===== config.mk =====
export PLATFORM = sky130hd
export DESIGN_NAME = unified_mem_arbiter_flat
export DESIGN_NICKNAME = d
export VERILOG_FILES = /design/src/rtl/unified_mem_arbiter_if.sv /design/src/rtl/unified_mem_arbiter.sv /design/src/flat_wrapper.sv
export SDC_FILE = /design/constraint.sdc
export NUM_CORES = 1
export LEC_CHECK = 0
export ABC_AREA = 1
export BUFFER_PORTS_ARGS = -buffer_cell sky130_fd_sc_hd__buf_2
export CORE_AREA = 2 2 104 106
export CTS_CLUSTER_SIZE = 24
export DETAILED_ROUTE_END_ITERATION = 6
export DIE_AREA = 0 0 106 108
export GPL_TIMING_DRIVEN = 1
export PLACE_DENSITY_LB_ADDON = 0.1
export SYNTH_ARGS = -nofsm -noshare
export SYNTH_HDL_FRONTEND = slang
export SYNTH_SLANG_ARGS = --single-unit

===== constraint.sdc =====
create_clock -name clk_i -period 2.49 [get_ports clk_i]
set_clock_uncertainty 0.2 [all_clocks]
set_input_delay 0.1245 -clock clk_i [delete_from_list [all_inputs] [get_ports clk_i]]
set_output_delay 0.1245 -clock clk_i [all_outputs]
set_load 0.03 [all_outputs]

===== src/rtl/unified_mem_arbiter_if.sv =====
// Bundle of the IF port, DM port and memory-side signals of unified_mem_arbiter.
// slave is the arbiter's view; master is the view of the pipeline plus memory.
interface unified_mem_arbiter_if #(
  parameter int ADDR_W = 32,
  parameter int DATA_W = 32
);
  logic              if_req_i;
  logic [ADDR_W-1:0] if_addr_i;
  logic              if_gnt_o;
  logic              if_valid_o;
  logic [DATA_W-1:0] if_rdata_o;

  logic              dm_req_i;
  logic              dm_we_i;
  logic [ADDR_W-1:0] dm_addr_i;
  logic [DATA_W-1:0] dm_wdata_i;
  logic              dm_gnt_o;
  logic              dm_valid_o;
  logic [DATA_W-1:0] dm_rdata_o;

  logic              mem_en_o;
  logic              mem_we_o;
  logic [ADDR_W-1:0] mem_addr_o;
  logic [DATA_W-1:0] mem_wdata_o;
  logic [DATA_W-1:0] mem_rdata_i;

  logic              busy_o;

  modport slave (
    input  if_req_i, if_addr_i,
    output if_gnt_o, if_valid_o, if_rdata_o,
    input  dm_req_i, dm_we_i, dm_addr_i, dm_wdata_i,
    output dm_gnt_o, dm_valid_o, dm_rdata_o,
    output mem_en_o, mem_we_o, mem_addr_o, mem_wdata_o,
    input  mem_rdata_i,
    output busy_o
  );

  modport master (
    output if_req_i, if_addr_i,
    input  if_gnt_o, if_valid_o, if_rdata_o,
    output dm_req_i, dm_we_i, dm_addr_i, dm_wdata_i,
    input  dm_gnt_o, dm_valid_o, dm_rdata_o,
    input  mem_en_o, mem_we_o, mem_addr_o, mem_wdata_o,
    output mem_rdata_i,
    input  busy_o
  );
endinterface


===== src/rtl/unified_mem_arbiter.sv =====
// Shares one fixed-latency single-port memory between instruction fetch (IF) and data (DM).
// Define ARB_FAIR_EN so IF wins a tie after DM has won a contested grant; default is strict DM priority.
//
// state | meaning
// IDLE  | sample requests; grant winner and strobe memory in the same cycle
// BUSY  | count down MEM_LAT; capture read data into owner's register on the last count
// RESP  | pulse owner's valid for one cycle, then return to IDLE
module unified_mem_arbiter #(
  parameter int ADDR_W  = 32,
  parameter int DATA_W  = 32,
  parameter int MEM_LAT = 3
) (
  input logic                  clk_i,
  input logic                  rst_n_i,
  unified_mem_arbiter_if.slave bus
);
  typedef enum logic [1:0] {IDLE, BUSY, RESP} state_t;
  localparam logic [3:0] LAT = 4'(MEM_LAT);

  state_t            state;
  logic [3:0]        cnt;
  logic              owner_dm;
  logic              owner_we;
  logic              pick_dm;
  logic              pick_if;
  logic              if_valid_q;
  logic              dm_valid_q;
  logic              busy_q;
  logic [DATA_W-1:0] if_rdata_q;
  logic [DATA_W-1:0] dm_rdata_q;
`ifdef ARB_FAIR_EN
  logic              if_first;
`endif

  // Grant is combinational off IDLE; rst_n_i gating keeps the strobe quiet while reset is held.
  always_comb begin
    pick_dm = 1'b0;
    pick_if = 1'b0;
    if (rst_n_i && state == IDLE) begin
`ifdef ARB_FAIR_EN
      pick_dm = bus.dm_req_i && !(bus.if_req_i && if_first);
`else
      pick_dm = bus.dm_req_i;
`endif
      pick_if = bus.if_req_i && !pick_dm;
    end
  end

  assign bus.if_gnt_o    = pick_if;
  assign bus.dm_gnt_o    = pick_dm;
  assign bus.mem_en_o    = pick_dm | pick_if;
  assign bus.mem_we_o    = pick_dm & bus.dm_we_i;
  assign bus.mem_addr_o  = pick_dm ? bus.dm_addr_i : (pick_if ? bus.if_addr_i : '0);
  assign bus.mem_wdata_o = pick_dm ? bus.dm_wdata_i : '0;
  assign bus.if_valid_o  = if_valid_q;
  assign bus.dm_valid_o  = dm_valid_q;
  assign bus.if_rdata_o  = if_rdata_q;
  assign bus.dm_rdata_o  = dm_rdata_q;
  assign bus.busy_o      = busy_q;

  always_ff @(posedge clk_i or negedge rst_n_i) begin
    if (!rst_n_i) begin
      state      <= IDLE;
      cnt        <= '0;
      owner_dm   <= 1'b1;
      owner_we   <= 1'b0;
      if_valid_q <= 1'b0;
      dm_valid_q <= 1'b0;
      busy_q     <= 1'b0;
      if_rdata_q <= '0;
      dm_rdata_q <= '0;
    end else begin
      if_valid_q <= 1'b0;
      dm_valid_q <= 1'b0;
      case (state)
        IDLE: begin
          if (pick_dm || pick_if) begin
            owner_dm <= pick_dm;
            owner_we <= pick_dm & bus.dm_we_i;
            cnt      <= LAT;
            busy_q   <= 1'b1;
            state    <= BUSY;
          end
        end
        BUSY: begin
          cnt <= cnt - 4'd1;
          if (cnt == 4'd1) begin
            // Writes still complete with a valid pulse but leave dm_rdata untouched.
            if (owner_dm) begin
              if (!owner_we) dm_rdata_q <= bus.mem_rdata_i;
              dm_valid_q <= 1'b1;
            end else begin
              if_rdata_q <= bus.mem_rdata_i;
              if_valid_q <= 1'b1;
            end
            state <= RESP;
          end
        end
        RESP: begin
          busy_q <= 1'b0;
          state  <= IDLE;
        end
        default: state <= IDLE;
      endcase
    end
  end

`ifdef ARB_FAIR_EN
  always_ff @(posedge clk_i or negedge rst_n_i) begin
    if (!rst_n_i)                      if_first <= 1'b0;
    else if (pick_if)                  if_first <= 1'b0;
    else if (pick_dm && bus.if_req_i)  if_first <= 1'b1;
  end
`endif
endmodule


===== src/flat_wrapper.sv =====
// flat-port wrapper written by rule: the top's interface ports become plain ports
module unified_mem_arbiter_flat 
#(
  parameter int ADDR_W  = 32,
  parameter int DATA_W  = 32,
  parameter int MEM_LAT = 3
)
  (clk_i, rst_n_i, bus_if_req_i, bus_if_addr_i, bus_if_gnt_o, bus_if_valid_o, bus_if_rdata_o, bus_dm_req_i, bus_dm_we_i, bus_dm_addr_i, bus_dm_wdata_i, bus_dm_gnt_o, bus_dm_valid_o, bus_dm_rdata_o, bus_mem_en_o, bus_mem_we_o, bus_mem_addr_o, bus_mem_wdata_o, bus_mem_rdata_i, bus_busy_o);
  unified_mem_arbiter_if #(.ADDR_W(ADDR_W), .DATA_W(DATA_W)) bus_i ();
  input logic clk_i;
  input logic rst_n_i;
  input wire logic [$bits(bus_i.if_req_i)-1:0] bus_if_req_i;
  input wire logic [$bits(bus_i.if_addr_i)-1:0] bus_if_addr_i;
  output wire logic [$bits(bus_i.if_gnt_o)-1:0] bus_if_gnt_o;
  output wire logic [$bits(bus_i.if_valid_o)-1:0] bus_if_valid_o;
  output wire logic [$bits(bus_i.if_rdata_o)-1:0] bus_if_rdata_o;
  input wire logic [$bits(bus_i.dm_req_i)-1:0] bus_dm_req_i;
  input wire logic [$bits(bus_i.dm_we_i)-1:0] bus_dm_we_i;
  input wire logic [$bits(bus_i.dm_addr_i)-1:0] bus_dm_addr_i;
  input wire logic [$bits(bus_i.dm_wdata_i)-1:0] bus_dm_wdata_i;
  output wire logic [$bits(bus_i.dm_gnt_o)-1:0] bus_dm_gnt_o;
  output wire logic [$bits(bus_i.dm_valid_o)-1:0] bus_dm_valid_o;
  output wire logic [$bits(bus_i.dm_rdata_o)-1:0] bus_dm_rdata_o;
  output wire logic [$bits(bus_i.mem_en_o)-1:0] bus_mem_en_o;
  output wire logic [$bits(bus_i.mem_we_o)-1:0] bus_mem_we_o;
  output wire logic [$bits(bus_i.mem_addr_o)-1:0] bus_mem_addr_o;
  output wire logic [$bits(bus_i.mem_wdata_o)-1:0] bus_mem_wdata_o;
  input wire logic [$bits(bus_i.mem_rdata_i)-1:0] bus_mem_rdata_i;
  output wire logic [$bits(bus_i.busy_o)-1:0] bus_busy_o;
  assign bus_i.if_req_i = bus_if_req_i;
  assign bus_i.if_addr_i = bus_if_addr_i;
  assign bus_if_gnt_o = bus_i.if_gnt_o;
  assign bus_if_valid_o = bus_i.if_valid_o;
  assign bus_if_rdata_o = bus_i.if_rdata_o;
  assign bus_i.dm_req_i = bus_dm_req_i;
  assign bus_i.dm_we_i = bus_dm_we_i;
  assign bus_i.dm_addr_i = bus_dm_addr_i;
  assign bus_i.dm_wdata_i = bus_dm_wdata_i;
  assign bus_dm_gnt_o = bus_i.dm_gnt_o;
  assign bus_dm_valid_o = bus_i.dm_valid_o;
  assign bus_dm_rdata_o = bus_i.dm_rdata_o;
  assign bus_mem_en_o = bus_i.mem_en_o;
  assign bus_mem_we_o = bus_i.mem_we_o;
  assign bus_mem_addr_o = bus_i.mem_addr_o;
  assign bus_mem_wdata_o = bus_i.mem_wdata_o;
  assign bus_i.mem_rdata_i = bus_mem_rdata_i;
  assign bus_busy_o = bus_i.busy_o;
  unified_mem_arbiter #(.ADDR_W(ADDR_W), .DATA_W(DATA_W), .MEM_LAT(MEM_LAT)) u_core (.clk_i(clk_i), .rst_n_i(rst_n_i), .bus(bus_i));
endmodule

==> metrics, run 1 <==
Post-Synthesis Cells about 500; wl on met1 4930 µm; area grow syn2layout 52.6%; Total Wirelength 12900 µm; ANT cells 0; wire length on met3 875 µm; filler cell count about 980; clock buffer depth 2; Worst VDD drop 549 µV; Vias/cell 4.48; leading area contributor after synthesis dfrtp_1; Synth top area share 0.497; ranking of synthesized cells by area dfrtp_1, nand2_1, nand3_1; cts repair resizes 0; worst path required time 2.17 ns; Slew Limit Fails 0; Core ar. slightly above 0.01 mm²; I/O pins approximately 270; synthesized cell area approximately 0.0037 mm²; Buffers on Ports ~270; Clk pin slew, worst setup/hold paths about 0.070 ns; GRT Total Usage 0.225; RePlAce Congestion between 0.8 and 0.9; Worst-Margin Slew between 0.5 and 0.6 ns; worst-path fanout max 33; nets 936; CTS root buf clkbuf_8; Final Power around 6700 µW; # clock sinks between 70 and 80; Layout Cells excl Fill about 940; # DRC 0; total CTS buffers 9; Initial Util 0.364; largest net degree at the start of global routing 48; unrepaired setup endpoints after global routing false; TritonCTS clock tree yes; fmax roughly 440 MHz; final critical-path share of the clock period 0.919; P_leak about 0.0035 µW; min cycle time layout between 2 and 2.5 ns; die width about 110 µm; htree depth 3; Worst Hold Class input port to register; crit path capture type primary output; PwrDens about 1200 mW/mm²; 1st-pass router iterations 4; Post-Syn Nets 640; antenna violations before repair 1; synth unique cells 23; Die Y about 110 µm; Seq/Total Area, Yosys 0.505; Cells after DPL ~890; die area between 0.01 and 0.015 mm²; HPWL after DPL slightly below 10000 µm; Setup CP Type register to primary output; Synth Warn # 0; max_slew headroom 0.602; layout cell share with drive strength beyond 1 0.377; Clk Latency, worst-skew pair between 0.3 and 0.4 ns; global-route wire length before repair ~20000 µm; CP arrival 1.96 ns; Highest Signal Layer met5; row count 37; Seq cells post-synth 75; DRT iter0 DRCs around 220; Routed WL per cell 13.7 µm; max_cap viols 0; vias in the first global route 4128; Overflow after GRT 0; vias ~4200; final setup violation count 0; status complete, no violations; Syn Area/Cell approximately 7.4 µm²; crit start category register; Post-Route Setup TNS 0 ns; count of final hold-check violations 0; Post-DRT Antenna Nets 0; metal2 WL between 6000 and 7000 µm
[worst paths after layout]
check	start	cells after the start	slack, ns	endpoint
max	u_core.state[0]$_DFFE_PN0P_	6	0.20	bus_mem_addr_o[17]
min	bus_if_req_i	3	0.04	u_core.bus.busy_o$_DFFE_PN0P_
max reg2reg	u_core.owner_dm$_DFFE_PN1P_	5	0.59	u_core.bus.dm_rdata_o[3]$_DFFE_PN0P_
min reg2reg	u_core.bus.dm_rdata_o[13]$_DFFE_PN0P_	2	0.27	u_core.bus.dm_rdata_o[13]$_DFFE_PN0P_
max in group asynchronous	rst_n_i	4	0.94	u_core.bus.dm_rdata_o[26]$_DFFE_PN0P_
min in group asynchronous	rst_n_i	3	0.21	u_core.cnt[1]$_DFFE_PN0P_
[Yosys cell counts (all sizes together)]
master and count:
nand2 270, dfrtp 74, inv 44, nand3 40, nor2 39, buf 19
clkbuf 5, o21ai 4, ha 2, nor3 2, bufinv 1, clkinv 1
dfstp 1, nand4 1, o211ai 1, xor2 1
[through the flow]
stage	hold slack (ns)	worst slack [ns]	instance area, µm²	util
2_1_floorplan	-0.371	0.752	3720	-
3_3_place_gp	0.0366	0.603	5120	0.501
3_5_place_dp	0.0473	0.564	5120	0.501
4_1_cts	0.0124	0.194	5680	0.555
5_1_grt	0.0629	0.0000471	5680	0.555
6_report	0.0354	0.202	5680	0.555
[cells in the final DEF (no fill, tap or decap), types with 2 or more instances in the layout]
master	instances
nand3_1	38
dlygate4sd3_1	34
nor2_2	2
bufinv_16	2
nand3_2	2
buf_2	266
dfrtp_1	74
clkbuf_1	2
ha_1	2
nand2_4	2
inv_1	40
nor2_1	36
buf_4	9
clkbuf_8	10
inv_2	4
nand2_1	268
o21ai_0	4
clkinv_2	2
[final cells by class]
type	count	area, µm²	area share
multi-input combinational	360	1490	0.262
inverter	46	188	0.0330
tap	136	170	0.0300
timing repair buffer	309	1740	0.306
clock inverter	4	73.8	0.0130
sequential	75	1880	0.331
clock buffer	12	145	0.0256
[logic make-up after synthesis]
| family | after synthesis | synth area share |
|---|---|---|
| AO/OA/AOI/OAI | 5 | 0.00740 |
| XOR/XNOR | 1 | 0.00235 |
| adder cells (fa/ha/maj) | 2 | 0.00672 |
| buffers and inverters | 70 | 0.0961 |
| flip-flops | 75 | 0.505 |
| AND/OR/NAND/NOR | 352 | 0.383 |
[state kept, by name, indices dropped and copies added (netlist names)]
signal / flops
u_core.bus.if_rdata_o: 32
u_core.state: 2
u_core.bus.if_valid_o: 1
u_core.bus.dm_valid_o: 1
u_core.owner_dm: 1
u_core.bus.busy_o: 1
u_core.cnt: 4
u_core.owner_we: 1
u_core.bus.dm_rdata_o: 32
[power breakdown]
group / leakage [µW] / internal, µW / total [µW] / switching [µW]
combinational: 0.00255 / 1030 / 3580 / 2550
sequential: 0.000869 / 1810 / 2130 / 324
clock: 0.000111 / 593 / 1030 / 437
total: 0.00353 / 3430 / 6750 / 3320
[what timing repair did]
| action | 4_1_cts | 5_1_grt |
|---|---|---|
| hold buffers | 34 | 0 |
| buffers inserted | 0 | 0 |
| endpoints found under the hold margin | 93 | 0 |
[worst max-delay path: stages, from the launching register on]
cell	delay, ns
dfrtp_1	0.44
nor2_2	0.18
nand3_2	0.09
inv_2	0.42
nand2_1	0.18
nand2_1	0.11
buf_2	0.20
[layer usage]
metal  up-vias  GRT usage
li1       2096          -
met1      1921      0.263
met2       187      0.414
met3        14     0.0452
met4         2     0.0752
met5         -          0
Note: power is estimated with default switching activity, not from simulation.
==> run 2, diff against run 1 <==
Clock period 2.49 ns to 2.05 ns, I/O delays scaled along.
==> metrics, run 2 (synthesis results as in run 1) <==
Initial Util 0.364 (unchanged); Vias/cell 4.52 (+0.90%); Core ar. 0.0102 mm² (unchanged); global-route wire length before repair 20100 µm (-0.10%); final setup violation count 0 (unchanged); Clk Latency, worst-skew pair 0.33 ns (about the same); vias in the first global route 4106 (-0.53%); CTS root buf clkbuf_8; Post-DRT Antenna Nets 0 (unchanged); RePlAce Congestion 0.805 (-1.8%); Slew Limit Fails 0 (unchanged); fmax ~500 MHz; Routed WL per cell 14.2 µm (+3.6%); 1st-pass router iterations 5 (+1); Layout Utilization 0.571 (+0.0154); P_leak 0.00357 µW (+1.0%); die width 106 µm (unchanged); final instance area 0.00584 mm² (+2.8%); Setup CP Type register to primary output; Worst Hold Class input port to register; total CTS buffers 9 (unchanged); nets 944 (+0.85%); Overflow after GRT 0 (unchanged); vias 4294 (+1.8%); max_slew headroom 0.670 (+0.0679); Clk pin slew, worst setup/hold paths 0.07 ns (about the same); Crit path buffers/inverters 3 (+1); largest net degree at the start of global routing 76 (+58%); count of final hold-check violations 0 (unchanged); filler cell count 970 (-0.51%); antenna violations before repair 0 (-1); Critical Path, Cell by Cell nor2_4 -> nand3_4 -> buf_12 -> inv_6 -> nand2_1 -> nand2_1 -> clkbuf_4; final critical-path share of the clock period 0.970; # DRC 0 (unchanged); Top Family by Delay on Critical Path flip-flops; htree depth 3 (unchanged); Die Y 108 µm (unchanged); area grow syn2layout 56.8%; Buffers on Ports 267 (unchanged); Worst VDD drop 653 µV (+19%); Total Wirelength 13500 µm (+4.5%); Top cell by count, worst path nand2_1; TritonCTS clock tree yes; min cycle time layout a little under 2 ns; dpl cell area 0.00516 mm² (+0.68%); Layout Cells excl Fill 950 (+0.85%); PwrDens 1420 mW/mm² (+20%); Worst-Margin Slew 0.493 ns (-0.104 ns); DRT iter0 DRCs 273 (+26%); status complete, no violations; HPWL after DPL 9710 µm (+0.16%); Worst path max stage delay 0.46 ns (+0.02 ns); I/O pins 268 (unchanged); commonest non-fill, non-tap cell in the layout nand2_1; Cells after DPL 895 (+0.34%); worst path required time 1.75 ns (-0.42 ns); crit start category register; crit path capture type primary output; row count 37 (unchanged); CP arrival 1.69 ns (-0.27 ns); worst-path fanout max 16 (-52%); GRT Total Usage 0.224 (-0.00129); max_cap viols 0 (unchanged); most frequent cells in the layout nand2_1, buf_2, dfrtp_1; # clock sinks 75 (unchanged); layout cell share with drive strength beyond 1 0.386 (+0.00905); die area 0.0114 mm² (unchanged); CP max-delay cell dfrtp_2; clock buffer depth 2 (unchanged)
==> run 2: cell type report <==
class,instances,area (µm²),share of cell area
antenna,1,2.50,0.000429
inverter,46,208,0.0356
clock buffer,11,131,0.0225
clock inverter,4,76.3,0.0131
timing repair buffer,315,1830,0.314
timing repair inverter,2,17.5,0.00300
sequential,75,1880,0.322
tap,136,170,0.0291
multi-input combinational,360,1520,0.260
==> run 2: final timing paths <==
path | startpoint | endpoint | slack (ns) | cells after the start
worst max-delay path | u_core.state[0]$_DFFE_PN0P_ | bus_mem_addr_o[6] | 0.06 | 7
worst min-delay path | bus_if_req_i | u_core.bus.busy_o$_DFFE_PN0P_ | 0.02 | 3
min in group asynchronous | rst_n_i | u_core.bus.if_rdata_o[27]$_DFFE_PN0P_ | 0.21 | 3
max in group asynchronous | rst_n_i | u_core.owner_dm$_DFFE_PN1P_ | 1.09 | 3
worst min register to register | u_core.bus.dm_rdata_o[13]$_DFFE_PN0P_ | u_core.bus.dm_rdata_o[13]$_DFFE_PN0P_ | 0.27 | 2
worst max register to register | u_core.cnt[1]$_DFFE_PN0P_ | u_core.bus.dm_rdata_o[14]$_DFFE_PN0P_ | 0.17 | 8
==> run 2: metal layers <==
| metal | part of all wire | GRT usage | up-vias |
|---|---|---|---|
| met5 | 0 | 0 | - |
| met4 | 0.026 | 0.0902 | 0 |
| met3 | 0.073 | 0.0356 | 22 |
| met2 | 0.52 | 0.409 | 194 |
| met1 | 0.38 | 0.264 | 1954 |
| li1 | - | - | 2124 |
==> run 2: timing repair <==
item / 4_1_cts / 5_1_grt
gates resized for setup: 8 / 17
hold endpoints to repair: 140 / 0
hold buffers: 34 / 0
pin swaps: 0 / 2
buffers inserted: 0 / 3
setup endpoints to repair: 34 / 128
cloned: 1 / 1
==> run 2: worst min-delay path, cell delays in order <==
cell      delay [ns]
buf_2           0.10
o211ai_1        0.20
nand2_1         0.12
==> run 2: power by group <==
group	internal (µW)	leakage, µW	switching (µW)
registers	2200	0.000866	415
clock network	683	0.0000996	534
logic	1340	0.00260	3150
total	4220	0.00357	4100
==> run 2: per-stage QoR <==
stage	total power, µW	setup WS (ns)	hold WS, ns	TNS, ns
final	8320	0.0622	0.0208	0
after global routing	8870	-0.0182	0.0477	-0.0559
after CTS	8310	0.0133	0.00285	0
after detailed placement	6990	0.0915	0.0383	0
after global placement	6940	0.176	0.0328	0
after floorplan	5610	0.334	-0.393	0
==> run 3, diff against run 2 <==
Settings changed: ABC_AREA 1 to unset.
==> metrics, run 3 <==
status finished with violations; failing checks setup timing; Seq pwr share 0.303 (-0.012); 1st-pass router iterations 4 (-1); Seq/Total Area, Yosys 0.548 (+0.0439); Clk network pwr share 0.144 (-0.002); Top FF cell, synth dfrtp_1; nets 718 (-24%); # DRC 0 (unchanged); filler cell count 844 (-13%); Internal Dissipation 4960 µW (+18%); PwrDens 1390 mW/mm² (-2.6%); die width 106 µm (unchanged); RePlAce Congestion 0.786 (-2.3%); P_leak 0.00325 µW (-9.0%); fmax 475 MHz (-5.6%); Synth top area share 0.541 (+0.0433); Seq cells post-synth 75 (unchanged); Slew Limit Fails 0 (unchanged); global-route wire length before repair 17100 µm (-14%); TritonCTS clock tree yes; final setup margin -0.0561 ns (-0.118 ns); synth unique cells 32 (+39%); crit start category register; Layout Utilization 0.609 (+0.0386); Die Y 108 µm (unchanged); min cycle time layout 2.11 ns (+0.118 ns); I/O pins 268 (unchanged); Psw 3680 µW (-10%); crit path capture type primary output; row count 37 (unchanged); ANT cells 0 (-1); FFs w/ async S/R, synth 1.00 (unchanged); commonest non-fill, non-tap cell in the layout buf_2; dominant cell by count in the synthesized netlist dfrtp_1; final setup violation count 71 (+71); Worst VDD drop 656 µV (+0.40%); Setup CP Type register to primary output; max_cap viols 0 (unchanged); HPWL after DPL 8480 µm (-13%); DRT iter0 DRCs 143 (-48%); Vias/cell 4.57 (+1.1%); Overflow after GRT 0 (unchanged); CTS root buf clkbuf_8; worst-path fanout max 8 (-8); final critical-path share of the clock period 1.03 (+0.0577); max_slew headroom 0.405 (-0.265); worst hold slack 0.163 ns (+0.142 ns); GRT Total Usage 0.197 (-0.0269); Routed WL per cell 16.8 µm (+19%); CP arrival 1.80 ns (+0.11 ns); Total Wirelength 12200 µm (-9.7%); unrepaired setup endpoints after global routing true; Post-Syn Nets 392 (-39%); vias in the first global route 3171 (-23%); Post-Synthesis Cells 257 (-49%); die area 0.0114 mm² (unchanged); Worst-Margin Slew 0.893 ns (+0.400 ns); Post-synth EDFFs 0 (unchanged); vias 3304 (-23%); reg2reg end u_core.bus.if_rdata_o[0]$_DFFE_PN0P_; Clk pin slew, worst setup/hold paths 0.07 ns (about the same); Clk Latency, worst-skew pair 0.35 ns (+0.02 ns); total CTS buffers 9 (unchanged); ranking of synthesized cells by area dfrtp_1, mux2_2, a22o_1; Buffers on Ports 267 (unchanged); worst path required time 1.75 ns (about the same); htree depth 3 (unchanged); FF-to-FF path depth 7 (-1); # clock sinks 75 (unchanged); most frequent cells in the layout buf_2, dfrtp_1, dlygate4sd3_1; Worst Hold Class input port to asynchronous set/reset pin; Sw Ratio 0.426 (-0.0665); antenna violations before repair 0 (unchanged); Synth Warn # 0 (unchanged); count of final hold-check violations 0 (unchanged); Synth top cells by count dfrtp_1, mux2_2, and2_1; leading area contributor after synthesis dfrtp_1; worst reg2reg setup slack -0.02 ns (-0.19 ns); Initial Util 0.335 (-0.0291); Post-DRT Antenna Nets 0 (unchanged); clock buffer depth 2 (unchanged); area grow syn2layout 82.0%; Comb power frac 0.553 (+0.014); origin of the critical flop-to-flop path u_core.cnt[1]$_DFFE_PN0P_; layout cell share with drive strength beyond 1 0.654 (+0.268); Syn Area/Cell 13.3 µm² (+81%); Core ar. 0.0102 mm² (unchanged); largest net degree at the start of global routing 73 (-3.9%); synthesized cell area 0.00342 mm² (-8.0%)
==> run 3: cell count changes in the layout (fill, tap and decap cells not counted), sizes merged, moves of 13 or more <==
cell / previous run / this run
inv: 45 / 4
nand3: 40 / 0
a22o: 0 / 32
nor2: 39 / 5
buf: 276 / 289
mux2: 0 / 64
nand2: 270 / 2
and2: 0 / 33
==> run 3: kinds of logic (layout without fill, tap and decap cells) <==
| group | after synthesis | after routing | synth area share |
|---|---|---|---|
| xor gates and xnor gates | 2 | 2 | 0.00512 |
| muxes | 64 | 64 | 0.210 |
| AOI/OAI and AO/OA | 40 | 40 | 0.0961 |
| and+or+nand+nor | 53 | 53 | 0.100 |
| DFF | 75 | 75 | 0.548 |
| buffers and inverters | 21 | 351 | 0.0321 |
| adders and majority gates | 2 | 2 | 0.00731 |
==> run 3: final cells by class <==
type,instances,area [µm²],share of cell area
inverters,4,15.0,0.00241
flip-flops and latches,75,1880,0.302
clock buffers,10,138,0.0221
multi-input cells,161,1580,0.254
repair buffers,332,2370,0.380
well taps,136,170,0.0273
clock inverters,5,77.6,0.0124
==> run 3: per-layer routing <==
layer,routed length (µm),GRT usage,vias to the layer above
met3,811,0.0488,17
met5,0,0,-
met1,4790,0.224,1563
met4,189,0.0695,0
li1,-,-,1569
met2,6380,0.361,155
==> run 3: worst max path at each step <==
stage / startpoint / to / slack (ns) / depth (start not counted)
3_5_place_dp: u_core.cnt[1]$_DFFE_PN0P_ / u_core.bus.if_rdata_o[25]$_DFFE_PN0P_ / -0.03 / 6
3_3_place_gp: u_core.cnt[1]$_DFFE_PN0P_ / u_core.bus.if_rdata_o[19]$_DFFE_PN0P_ / 0.01 / 6
4_1_cts: u_core.state[1]$_DFFE_PN0P_ / bus_mem_addr_o[10] / -0.08 / 5
5_1_grt: u_core.state[1]$_DFFE_PN0P_ / bus_mem_addr_o[24] / -0.16 / 6
2_1_floorplan: u_core.cnt[1]$_DFFE_PN0P_ / u_core.bus.if_rdata_o[0]$_DFFE_PN0P_ / 0.008 / 6
6_report: u_core.state[1]$_DFFE_PN0P_ / bus_mem_addr_o[18] / -0.06 / 6
==> run 3: power groups by stage <==
stage          combinational (µW)  clock (µW)  sequential (µW)
2_1_floorplan                1510           0             3900
3_3_place_gp                 4090           0             2610
3_5_place_dp                 4150           0             2620
4_1_cts                      4550        1270             2610
5_1_grt                      5050        1340             2720
6_report                     4780        1240             2620
==> run 3: timing repair <==
action,in CTS,in global routing
gates cloned,3,5
setup endpoints to repair,65,98
resized for setup,81,37
pin swaps,8,29
buffers inserted,5,2
endpoints found under the hold margin,143,0
hold buffers,38,0
==> run 3: worst max-delay path: stages (launching register included) <==
cell and delay, ns:
dfrtp_2 0.45, nor3b_2 0.19, and3b_2 0.25, buf_6 0.13, clkbuf_16 0.14, a22o_1 0.15, buf_6 0.13
==> run 3: stage by stage <==
step	total power [µW]	instance area, µm²	cells	TNS (ns)	worst slack (ns)
after floorplan	5400	3420	257	0	0.00830
after global placement	6700	4980	655	0	0.0107
after detailed placement	6780	4980	655	-0.441	-0.0331
after CTS	8420	5960	716	-1.53	-0.0842
after global routing	9100	6230	723	-9.11	-0.158
final	8650	6230	723	-1.66	-0.0561
